==> src/rtl/fifo_wr_scheduler_if.sv <==
// ============================================================================
// Module   : fifo_wr_scheduler_if
// Purpose  : Producer-side request/data bundle plus FIFO write-port signals.
// Revision : 1.0 - initial release
// ============================================================================
`default_nettype none

interface fifo_wr_scheduler_if #(
  parameter int MEMORY_WIDTH = 4,
  parameter int NUM_REQ      = 4,
  parameter int REQ_IDX_SIZE = 2
);
  logic [NUM_REQ-1:0]              req;
  logic [NUM_REQ*MEMORY_WIDTH-1:0] req_data;
  logic                            full;
  logic [NUM_REQ-1:0]              gnt;
  logic                            w_en;
  logic [MEMORY_WIDTH-1:0]         wdata;
  logic [REQ_IDX_SIZE-1:0]         owner;
  logic                            busy;

  // The scheduler is the master of the FIFO write port.
  modport master (
    input  req, req_data, full,
    output gnt, w_en, wdata, owner, busy
  );

  modport slave (
    output req, req_data, full,
    input  gnt, w_en, wdata, owner, busy
  );
endinterface

`default_nettype wire

==> src/rtl/fifo_wr_scheduler.sv <==
// ============================================================================
// Module   : fifo_wr_scheduler
// Purpose  : Round-robin, burst-bounded sharing of one FIFO write port.
//            Optional macro FIFO_SCHED_PRIO_EN gives requester 0 absolute priority.
// Revision : 1.0 - initial release
// ============================================================================
`default_nettype none

module fifo_wr_scheduler #(
  parameter int MEMORY_WIDTH = 4,
  parameter int NUM_REQ      = 4,
  parameter int REQ_IDX_SIZE = 2,
  parameter int BURST_LEN    = 3
) (
  input  wire logic            clk,
  input  wire logic            rst,
  fifo_wr_scheduler_if.master  bus
);

  typedef enum logic [0:0] {
    S_IDLE  = 1'b0,
    S_BURST = 1'b1
  } state_t;

  localparam logic [3:0]              c_last_beat = 4'(BURST_LEN - 1);
  localparam logic [REQ_IDX_SIZE-1:0] c_last_req  = REQ_IDX_SIZE'(NUM_REQ - 1);

`ifdef FIFO_SCHED_PRIO_EN
  // Requester 0 is handled by the override, so the rotation skips it.
  localparam int c_rr_first = 1;
`else
  localparam int c_rr_first = 0;
`endif

  state_t                  r_state;
  logic [3:0]              r_beat_cnt;
  logic [REQ_IDX_SIZE-1:0] r_owner;
  logic [REQ_IDX_SIZE-1:0] r_last_owner;
  logic                    r_busy;

  logic                    w_owner_req;
  logic [MEMORY_WIDTH-1:0] w_owner_data;
  logic                    w_beat;
  logic                    w_release;
  logic                    w_last_beat;
  logic [NUM_REQ-1:0]      w_gnt;
  logic [REQ_IDX_SIZE-1:0] w_pick;

  always_comb begin
    w_owner_req  = 1'b0;
    w_owner_data = '0;
    for (int i = 0; i < NUM_REQ; i++) begin
      if (r_owner == REQ_IDX_SIZE'(i)) begin
        w_owner_req  = bus.req[i];
        w_owner_data = bus.req_data[i*MEMORY_WIDTH +: MEMORY_WIDTH];
      end
    end
  end

  assign w_beat      = (r_state == S_BURST) && w_owner_req && !bus.full;
  assign w_release   = (r_state == S_BURST) && !w_owner_req;
  assign w_last_beat = w_beat && (r_beat_cnt == c_last_beat);

  always_comb begin
    w_gnt = '0;
    for (int i = 0; i < NUM_REQ; i++) begin
      w_gnt[i] = w_beat && (r_owner == REQ_IDX_SIZE'(i));
    end
  end

  // Scan distances from far to near so the nearest requester after
  // last_owner is the final (winning) assignment.
  always_comb begin
    w_pick = r_last_owner;
    for (int k = NUM_REQ; k >= 1; k--) begin
      for (int i = c_rr_first; i < NUM_REQ; i++) begin
        if (bus.req[i] && (((int'(r_last_owner) + k) % NUM_REQ) == i)) begin
          w_pick = REQ_IDX_SIZE'(i);
        end
      end
    end
`ifdef FIFO_SCHED_PRIO_EN
    if (bus.req[0]) begin
      w_pick = '0;
    end
`endif
  end

  always_ff @(posedge clk or posedge rst) begin
    if (rst) begin
      r_state      <= S_IDLE;
      r_beat_cnt   <= '0;
      r_owner      <= '0;
      r_last_owner <= c_last_req;
      r_busy       <= 1'b0;
    end else begin
      case (r_state)
        S_IDLE: begin
          if (|bus.req) begin
            r_owner    <= w_pick;
            r_beat_cnt <= '0;
            r_state    <= S_BURST;
            r_busy     <= 1'b1;
          end
        end
        S_BURST: begin
          if (w_release || w_last_beat) begin
            r_state      <= S_IDLE;
            r_busy       <= 1'b0;
            r_last_owner <= r_owner;
            r_beat_cnt   <= '0;
          end else if (w_beat) begin
            r_beat_cnt <= r_beat_cnt + 4'd1;
          end
        end
        default: begin
          r_state <= S_IDLE;
          r_busy  <= 1'b0;
        end
      endcase
    end
  end

  assign bus.gnt   = w_gnt;
  assign bus.w_en  = w_beat;
  assign bus.wdata = w_beat ? w_owner_data : '0;
  assign bus.owner = r_owner;
  assign bus.busy  = r_busy;

endmodule

`default_nettype wire
==> src/flat_wrapper.sv <==
// flat-port wrapper written by rule: the top's interface ports become plain ports
module fifo_wr_scheduler_flat 
#(
  parameter int MEMORY_WIDTH = 4,
  parameter int NUM_REQ      = 4,
  parameter int REQ_IDX_SIZE = 2,
  parameter int BURST_LEN    = 3
)
  (clk, rst, bus_req, bus_req_data, bus_full, bus_gnt, bus_w_en, bus_wdata, bus_owner, bus_busy);
  fifo_wr_scheduler_if #(.MEMORY_WIDTH(MEMORY_WIDTH), .NUM_REQ(NUM_REQ), .REQ_IDX_SIZE(REQ_IDX_SIZE)) bus_i ();
  input  wire logic clk;
  input  wire logic rst;
  input wire logic [$bits(bus_i.req)-1:0] bus_req;
  input wire logic [$bits(bus_i.req_data)-1:0] bus_req_data;
  input wire logic [$bits(bus_i.full)-1:0] bus_full;
  output wire logic [$bits(bus_i.gnt)-1:0] bus_gnt;
  output wire logic [$bits(bus_i.w_en)-1:0] bus_w_en;
  output wire logic [$bits(bus_i.wdata)-1:0] bus_wdata;
  output wire logic [$bits(bus_i.owner)-1:0] bus_owner;
  output wire logic [$bits(bus_i.busy)-1:0] bus_busy;
  assign bus_i.req = bus_req;
  assign bus_i.req_data = bus_req_data;
  assign bus_i.full = bus_full;
  assign bus_gnt = bus_i.gnt;
  assign bus_w_en = bus_i.w_en;
  assign bus_wdata = bus_i.wdata;
  assign bus_owner = bus_i.owner;
  assign bus_busy = bus_i.busy;
  fifo_wr_scheduler #(.MEMORY_WIDTH(MEMORY_WIDTH), .NUM_REQ(NUM_REQ), .REQ_IDX_SIZE(REQ_IDX_SIZE), .BURST_LEN(BURST_LEN)) u_core (.clk(clk), .rst(rst), .bus(bus_i));
endmodule
==> config.mk <==
export PLATFORM = sky130hd
export DESIGN_NAME = fifo_wr_scheduler_flat
export DESIGN_NICKNAME = d
export VERILOG_FILES = /design/src/rtl/fifo_wr_scheduler_if.sv /design/src/rtl/fifo_wr_scheduler.sv /design/src/flat_wrapper.sv
export SDC_FILE = /design/constraint.sdc
export NUM_CORES = 1
export LEC_CHECK = 0
export BUFFER_PORTS_ARGS = -buffer_cell sky130_fd_sc_hd__buf_4
export CORE_ASPECT_RATIO = 1.2
export CORE_MARGIN = 1
export CORE_UTILIZATION = 46
export CTS_CLUSTER_DIAMETER = 30
export DETAILED_ROUTE_END_ITERATION = 8
export HOLD_SLACK_MARGIN = 0.05
export PLACE_DENSITY = 0.86
export SYNTH_ARGS = -nofsm -noshare
export SYNTH_HDL_FRONTEND = slang
export SYNTH_SLANG_ARGS = --single-unit
==> constraint.sdc <==
create_clock -name clk -period 2 [get_ports clk]
set_input_delay 0.4 -clock clk [delete_from_list [all_inputs] [get_ports clk]]
set_output_delay 0.4 -clock clk [all_outputs]
set_load 0.005 [all_outputs]
==> results of run 1 <==
## logic make-up (layout without fill, tap and decap cells)
kind of cell | count (synthesis) | in the layout | share of synthesized area
adders and majority gates | 2 | 2 | 0.0315
muxes | 9 | 9 | 0.205
and+or+nand+nor | 32 | 32 | 0.257
AOI/OAI and AO/OA | 12 | 12 | 0.121
buffers and inverters | 13 | 54 | 0.0662
DFF | 10 | 10 | 0.319
## critical path, cell delays in order (launching register included)
cell	delay, ps
dfrtp_1	380
mux4_2	540
buf_6	150
and3_4	140
buf_6	110
## layout make-up
class	count	area, sq um
clock buffer	4	26.3
fill	116	417
inverter	8	30.0
multi-input combinational	55	531
sequential	10	254
tap	18	22.5
timing repair buffer	42	342
## power groups by stage
| stage | sequential (uW) | combinational [uW] | clock [uW] |
|---|---|---|---|
| floorplan | 338 | 527 | 0 |
| global placement | 391 | 733 | 0 |
| detailed placement | 396 | 757 | 0 |
| CTS | 397 | 834 | 149 |
| global route | 409 | 923 | 162 |
| finish | 398 | 854 | 150 |
## layout by cell type (no fill, tap or decap), types with 2 or more instances in the layout
cell	netlist	final
nand2_1	3	2
buf_6	0	7
mux4_2	5	5
dfstp_2	2	2
o211ai_1	2	2
dfrtp_1	8	7
mux2_4	2	2
nand3_1	3	3
nand4_1	3	3
nor3_1	3	2
clkbuf_4	0	3
ha_1	2	2
nor2b_1	2	2
mux2i_1	2	2
buf_4	0	35
and3_4	0	5
a21oi_1	2	2
o21ai_0	2	2
nor3b_2	0	2
inv_1	8	7
## registers in the layout (all words and copies together) (netlist names)
| register | cells |
|---|---|
| u_core.bus.owner | 2 |
| u_core.r_beat_cnt | 4 |
| u_core.bus.busy | 1 |
| u_core.r_state | 1 |
| u_core.r_last_owner | 2 |
## worst max-delay path by stage
stage          depth (start not counted)      endpoint                            start  slack (ps)
4_1_cts                                4  bus_wdata[3]  u_core.bus.owner[1]$_DFFE_PP0P_          -8
3_3_place_gp                           6    bus_gnt[3]                       bus_req[3]         110
6_report                               4  bus_wdata[3]  u_core.bus.owner[1]$_DFFE_PP0P_           6
3_5_place_dp                           6    bus_gnt[3]                       bus_req[3]          80
2_1_floorplan                          4    bus_gnt[3]  u_core.bus.owner[1]$_DFFE_PP0P_         270
5_1_grt                                4  bus_wdata[0]  u_core.bus.owner[1]$_DFFE_PP0P_         -40
## routing by layer
layer  GRT usage  vias up  part of all wire
li1            -      373                 -
met4      0.0207        0            0.0063
met1       0.313      376              0.43
met3      0.0651        2             0.030
met5           0        -                 0
met2       0.426       13              0.54
## per-stage QoR
stage          TNS (ps)  hold slack [ps]
3_5_place_dp          0              397
4_1_cts           -26.0              109
3_3_place_gp          0              398
5_1_grt            -287              123
2_1_floorplan         0              239
6_report              0              101
## what timing repair did
item                                    in CTS  in global routing
pin swaps                                    1                  1
endpoints found under the setup margin       8                  8
gates resized for setup                     15                  3
cloned                                       0                  0
buffers inserted                             1                  0
==> run metrics, run 1 <==
Synth top area share 0.252; # hold bufs at CTS 0; diode count 0; FF-to-FF setup slack roughly 180 ps; setup violators final 0; pre-CTS setup slack slightly above 80 ps; worst setup margin roughly 6.5 ps; Placed Cells ~130; port bufs 34; R2R Path Start u_core.bus.owner[1]$_DFFE_PP0P_; layout cells sized above 1 0.571; Reg power frac 0.284; clk slew on worst S/H paths 70 ps; H-tree levels 1; Initial Util 0.489; clk_skew roughly 9.2 ps; nets 145; top cells by area, synth dfrtp_1 25%, mux4_2 14%, dfstp_2 6.6%; CTS sink count 10; worst path arrival time roughly 1600 ps; clk buf depth 2; First-pass DRT Iterations 4; power per cell area 1160 nW/um^2; Switching Fraction 0.382; largest net degree at the start of global routing 12; Seq/Total Area, Yosys 0.319; Sw Pwr ~540 uW; Crit Path Max Fanout 5; Vias 764; Core ar. roughly 1600 sq um; Synth Instances 78; vias in the first global route between 700 and 800; Area Overhead vs Synth 51.9%; utilization after layout 0.743; fin area ~1200 sq um; Crit Path Class reg2out; insertion delay to the later sink of the worst-skew pair between 200 and 300 ps; TritonCTS Buffers 3; Reg2Reg Depth 5; Critical Path RT ~1600 ps; Synth Cell Area 793 sq um; Detail Route Antenna Nets 0; Placer Congestion roughly 0.74; Routed Wire Length 2050 microns; Synth cell types 37; via/cell ratio 5.58; Ports 35; combinational power share 0.609; Seq cells post-synth 10; number of antenna violations at the first check in global routing 0; leakage power around 0.00056 uW; worst vdd ir ~0.95 mV; worst min path class in2async; Worst-Margin Slew roughly 370 ps; Crit Reg-Reg Endpoint u_core.r_last_owner[1]$_DFFE_PP1P_; Final Power roughly 1400 uW; dpl cell area around 1100 sq um; gr ovfl total 0; post-synth top area cell dfrtp_1; Horiz. Die Dim 39.9 microns; Post-synth EDFFs 0; die height about 47 microns; Row Count 16; Synth warnings 0; final cell count without fillers ~140; Internal Power 867 uW; Tcrit/Tclk final 0.997; drt first-iter violations 8; Startpoint Class register; Period minus WS final 1990 ps; first-pass GRT wire length ~3200 microns; Synthesized Nets approximately 100; outcome finished clean; aggregate global-route resource usage 0.245; final hold vios 0; Synth async-reset ratio 1.00; clock power share 0.107; Post-route DRC 0; max-cap violations 0; Max Freq around 500 MHz; fin. max-slew vios 0; Crit. End Element output pin; RSZ-0062 raised after global routing true; Main synth FF type dfrtp_1; root buffer cell clkbuf_4; top post-synthesis cells by count 8 x dfrtp_1, 8 x inv_1, 5 x and3_1, 5 x mux4_2; full die area approximately 1900 sq um; CTS tree built; Avg Inst Size Synth about 10 sq um; Worst slew margin 0.751; Routed WL per cell around 15 microns; hpwl dp around 1600 microns
(Power assumes the default switching activity.)
==> run 2: changes to the inputs <==
--- a/config.mk
+++ b/config.mk
@@ -13,6 +13,7 @@
 export DETAILED_ROUTE_END_ITERATION = 8
 export HOLD_SLACK_MARGIN = 0.05
 export PLACE_DENSITY = 0.86
+export RECOVER_POWER = 50
 export SYNTH_ARGS = -nofsm -noshare
 export SYNTH_HDL_FRONTEND = slang
 export SYNTH_SLANG_ARGS = --single-unit
==> run 2 against run 1 <==
Non-clock buffer count unchanged. Count of clock-buffer cells in the layout unchanged. Die area did not move.
==> run metrics, run 2 (synthesis results as in run 1) <==
outcome finished clean; FF-to-FF setup slack 180 ps (about the same); max incr delay on CP 540 ps (about the same); diode count 0 (unchanged); Core ar. 1620 sq um (unchanged); CTS tree built; worst setup margin 7.84 ps (+1.37 ps); number of antenna violations at the first check in global routing 0 (unchanged); leakage power 0.000557 uW (-0.23%); final cell count without fillers 137 (unchanged); Vias 768 (+0.52%); Worst path slowest cell mux4_2; layout cells sized above 1 0.571 (unchanged); nets 145 (unchanged); full die area 1900 sq um (unchanged); Placed Cells 132 (unchanged); Tcrit/Tclk final 0.996 (about the same); pre-CTS setup slack 81.6 ps (unchanged); die height 47.5 microns (unchanged); hpwl dp 1590 microns (unchanged); crit-path most repeated cell buf_6; R2R Path Start u_core.bus.owner[1]$_DFFE_PP0P_; clk_skew 9.76 ps (+0.576 ps); Ports 35 (unchanged); setup violators final 0 (unchanged); Crit Path Max Fanout 5 (unchanged); clk slew on worst S/H paths 70 ps (about the same); Horiz. Die Dim 39.9 microns (unchanged); Critical Path RT 1600 ps (about the same); commonest non-fill, non-tap cell in the layout buf_4; Post-route DRC 0 (unchanged); Row Count 16 (unchanged); worst min path class in2async; Fin Hold WS 103 ps (+2.76 ps); CP startpoint u_core.bus.owner[1]$_DFFE_PP0P_; Worst-Margin Slew 373 ps (-0.0829 ps); aggregate global-route resource usage 0.245 (unchanged); # hold bufs at CTS 0 (unchanged); Crit. End Element output pin; Crit Reg-Reg Endpoint u_core.r_last_owner[1]$_DFFE_PP1P_; CTS sink count 10 (unchanged); RSZ-0062 raised after global routing true; Area Overhead vs Synth 51.9% (unchanged); vias in the first global route 729 (unchanged); TritonCTS Buffers 3 (unchanged); largest net degree at the start of global routing 12 (unchanged); Worst slew margin 0.751 (about the same); clk buf depth 2 (unchanged); port bufs 34 (unchanged); Max Freq 502 MHz (about the same); commonest non-fill, non-tap cells in the layout 33 x buf_4, 7 x inv_1, 7 x buf_6, 7 x dfrtp_1; Startpoint Class register; Reg2Reg Depth 5 (unchanged); Detail Route Antenna Nets 0 (unchanged); Routed Wire Length 2050 microns (-0.24%); worst path arrival time 1590 ps (about the same); worst vdd ir 0.949 mV (-0.41%); Setup crit end bus_wdata[3]; Routed WL per cell 14.9 microns (-0.24%); critical path cell sequence mux4_2 > buf_6 > and3_4 > buf_6; root buffer cell clkbuf_4; Initial Util 0.489 (unchanged); gr ovfl total 0 (unchanged); max-cap violations 0 (unchanged); max reg flops 4 (unchanged); first-pass GRT wire length 3230 microns (unchanged); Placer Congestion 0.742 (unchanged); First-pass DRT Iterations 3 (-1); Period minus WS final 1990 ps (-1.37 ps); H-tree levels 1 (unchanged); fin. max-slew vios 0 (unchanged); insertion delay to the later sink of the worst-skew pair 270 ps (about the same); via/cell ratio 5.61 (+0.52%); drt first-iter violations 8 (unchanged); Largest Register u_core.r_beat_cnt; Final Power 1400 uW (-0.24%); power per cell area 1160 nW/um^2 (-0.24%); Crit Path Class reg2out; setup TNS 0 ps (unchanged); final hold vios 0 (unchanged)
run 2: cell types whose count changed in the layout (fill, tap and decap cells not counted), sizes merged:
| cell | change |
|---|---|
| clkbuf | +2 |
| buf | -2 |
run 2: through the flow:
step            util  area (sq um)
3_5_place_dp   0.679          1100
3_3_place_gp   0.679          1100
2_1_floorplan      -           793
5_1_grt        0.743          1200
6_report       0.743          1200
4_1_cts        0.735          1190
run 2: worst max-delay path, delay by kind of cell, from the launching register on:
| kind | cells | cell delay [ps] |
|---|---|---|
| buffers and inverters | 2 | 260 |
| and+or+nand+nor | 1 | 140 |
| DFF | 1 | 380 |
| muxes | 1 | 540 |
run 2: final cells by class:
class | instances | area (sq um)
Multi-Input combinational cell | 55 | 531
Fill cell | 116 | 417
Timing Repair Buffer | 42 | 342
Sequential cell | 10 | 254
Inverter | 8 | 30.0
Clock buffer | 4 | 26.3
Tap cell | 18 | 22.5
run 2: what timing repair did:
action | 4_1_cts | 5_1_grt
setup buffers | 1 | 0
setup endpoints to repair | 8 | 8
pin swaps | 1 | 1
resized for setup | 15 | 3
run 2: power by group:
group | internal [uW] | switching, uW | total, uW
logic | 494 | 357 | 852
clock network | 77.1 | 72.1 | 149
registers | 294 | 104 | 398
total | 865 | 534 | 1400
run 2: how the worst min path moves through the flow:
stage,startpoint,end,cells after the start
2_1_floorplan,rst,u_core.bus.busy$_DFFE_PP0P_,1
3_3_place_gp,rst,u_core.bus.busy$_DFFE_PP0P_,2
3_5_place_dp,rst,u_core.bus.owner[0]$_DFFE_PP0P_,2
4_1_cts,rst,u_core.bus.owner[1]$_DFFE_PP0P_,2
5_1_grt,rst,u_core.bus.owner[1]$_DFFE_PP0P_,2
6_report,rst,u_core.bus.owner[1]$_DFFE_PP0P_,2
run 2: layer usage:
metal / GRT usage / vias to the layer above / routed length, microns / part of all wire
met3: 0.0651 / 2 / 58 / 0.028
li1: - / 375 / - / -
met5: 0 / - / 0 / 0
met2: 0.426 / 13 / 1100 / 0.54
met4: 0.0207 / 0 / 13 / 0.0064
met1: 0.313 / 378 / 870 / 0.43
==> run 3: changes to the inputs <==
--- a/config.mk
+++ b/config.mk
@@ -6,13 +6,15 @@
 export NUM_CORES = 1
 export LEC_CHECK = 0
 export BUFFER_PORTS_ARGS = -buffer_cell sky130_fd_sc_hd__buf_4
+export CELL_PAD_IN_SITES_DETAIL_PLACEMENT = 0
+export CELL_PAD_IN_SITES_GLOBAL_PLACEMENT = 2
 export CORE_ASPECT_RATIO = 1.2
 export CORE_MARGIN = 1
-export CORE_UTILIZATION = 46
+export CORE_UTILIZATION = 26
 export CTS_CLUSTER_DIAMETER = 30
 export DETAILED_ROUTE_END_ITERATION = 8
 export HOLD_SLACK_MARGIN = 0.05
-export PLACE_DENSITY = 0.86
+export PLACE_DENSITY = 0.84
 export RECOVER_POWER = 50
 export SYNTH_ARGS = -nofsm -noshare
 export SYNTH_HDL_FRONTEND = slang
==> run 3 against run 2 <==
Combinational power grew 2.9%. Non-clock buffer count rose by 2. Via count up 1.3%. Critical endpoint unchanged.
==> run metrics, run 3 (synthesis results as in run 1) <==
outcome finished clean; Crit. End Element output pin; crit-path most repeated cell buf_6; Area Overhead vs Synth 56.8%; met3 Usage GRT 0.0268 (-0.0384); full die area 3280 sq um (+73%); TritonCTS Buffers 3 (unchanged); # hold bufs at CTS 0 (unchanged); commonest non-fill, non-tap cell in the layout buf_4; Worst-Margin Slew 405 ps (+31.9 ps); clk slew on worst S/H paths 70 ps (about the same); H-tree levels 1 (unchanged); Crit path depth 4 (unchanged); gr ovfl total 0 (unchanged); first-pass GRT wire length 3330 microns (+3.0%); CTS sink count 10 (unchanged); Crit Path Max Fanout 5 (unchanged); Final Power 1420 uW (+1.5%); via/cell ratio 5.02 (-10%); First-pass DRT Iterations 3 (unchanged); pre-CTS setup slack 85.6 ps (+3.93 ps); nets 147 (+1.4%); CTS tree built; area occupied by multi-input gates 531 sq um (unchanged); GR Layer Usage met2 0.244 (-0.182); gr busiest metal met2; Largest Register u_core.r_beat_cnt; Worst path slowest cell mux4_2; FF-to-FF setup slack 180 ps (about the same); setup violators final 0 (unchanged); clk buf depth 2 (unchanged); leakage power 0.000569 uW (+2.1%); root buffer cell clkbuf_4; Horiz. Die Dim 52.4 microns (+31%); Initial Util 0.280 (-0.210); clk_skew 7.77 ps (-1.99 ps); worst path arrival time 1600 ps (about the same); GRT met1 Usage 0.139 (-0.175); Routed WL per cell 13.3 microns (-11%); diode count 0 (unchanged); Tcrit/Tclk final 0.999 (+0.00271); insertion delay to the later sink of the worst-skew pair 270 ps (about the same); vias in the first global route 782 (+7.3%); Startpoint Class register; aggregate global-route resource usage 0.135 (-0.110); worst min path class in2async; hpwl dp 1610 microns (+0.73%); Reg area 254 sq um (unchanged); number of antenna violations at the first check in global routing 0 (unchanged); largest net degree at the start of global routing 12 (unchanged); Routed Wire Length 2070 microns (+1.1%); drt first-iter violations 7 (-1); Ports 35 (unchanged); Core ar. 2840 sq um (+75%); max reg flops 4 (unchanged); Vias 778 (+1.3%); max incr delay on CP 550 ps (about the same); Max Freq 501 MHz (-0.27%); RSZ-0062 raised after global routing true; fin. max-slew vios 0 (unchanged); worst vdd ir 0.473 mV (-50%); CP startpoint u_core.bus.owner[1]$_DFFE_PP0P_; largest delay contributor family on the critical path multiplexers; Period minus WS final 2000 ps (+5.42 ps); die height 62.5 microns (+32%); Detail Route Antenna Nets 0 (unchanged); worst setup margin 2.42 ps (-5.42 ps); fillers 280 (+140%); R2R Path Start u_core.bus.owner[1]$_DFFE_PP0P_; Reg2Reg Depth 5 (unchanged); critical path cell sequence mux4_2 > buf_6 > and3_4 > buf_6; Setup crit end bus_wdata[3]; power per cell area 1140 nW/um^2 (-1.6%); Row Count 21 (+5); max-cap violations 0 (unchanged); final hold vios 0 (unchanged); Placer Congestion 0.787 (+6.1%); Fin Hold WS 109 ps (+6.14 ps); commonest non-fill, non-tap cells in the layout 34 x buf_4, 8 x buf_6, 7 x inv_1, 7 x dfrtp_1; Worst slew margin 0.730 (-0.0213); crit path buf inv count 2 (unchanged); port bufs 34 (unchanged); layout cells sized above 1 0.579 (+0.00708); utilization after layout 0.438 (-0.305); Post-route DRC 0 (unchanged); Crit Reg-Reg Endpoint u_core.r_last_owner[1]$_DFFE_PP1P_; Critical Path RT 1600 ps (about the same); Crit Path Class reg2out
run 3: repair_timing:
| item | CTS | global route |
|---|---|---|
| setup endpoints to repair | 9 | 9 |
| resized for setup | 14 | 5 |
| pin swaps | 1 | 1 |
| setup buffers | 3 | 0 |
run 3: how the worst min path moves through the flow:
stage / slack (ps) / cells past startpoint / endpoint
finish: 110 / 2 / u_core.r_beat_cnt[0]$_DFFE_PP0P_
global route: 130 / 2 / u_core.bus.busy$_DFFE_PP0P_
CTS: 120 / 2 / u_core.bus.busy$_DFFE_PP0P_
detailed placement: 420 / 2 / u_core.bus.busy$_DFFE_PP0P_
global placement: 410 / 2 / u_core.r_beat_cnt[1]$_DFFE_PP0P_
floorplan: 240 / 1 / u_core.bus.busy$_DFFE_PP0P_
run 3: worst reg2reg max path, delay by kind of cell, from the launching register on:
| family | cells | cell delay (ps) |
|---|---|---|
| mux | 2 | 860 |
| buf+inv | 2 | 310 |
| compound gates | 1 | 190 |
| flops | 1 | 380 |
run 3: final cells by class:
type | count | share of cell area
inverter | 8 | 0.0241
clock buffer | 4 | 0.0211
multi-input combinational | 55 | 0.427
timing repair buffer | 44 | 0.290
tap | 34 | 0.0342
sequential | 10 | 0.204
run 3: per-stage QoR:
step,cell area (sq um),setup TNS (ps),std cells
detailed placement,1120,0,148
global placement,1120,0,148
finish,1240,0,155
CTS,1220,-37.7,155
floorplan,793,0,78
global route,1240,-429,155
run 3: metal layers:
metal	up-vias	routed length, microns
met5	-	0
met4	0	30
met3	4	171
met2	31	1100
met1	364	772
li1	379	-
run 3: power breakdown:
part	switching, uW	total, uW	internal (uW)
clock	73.7	151	77.3
sequential	98.0	392	294
combinational	361	877	516
total	533	1420	888
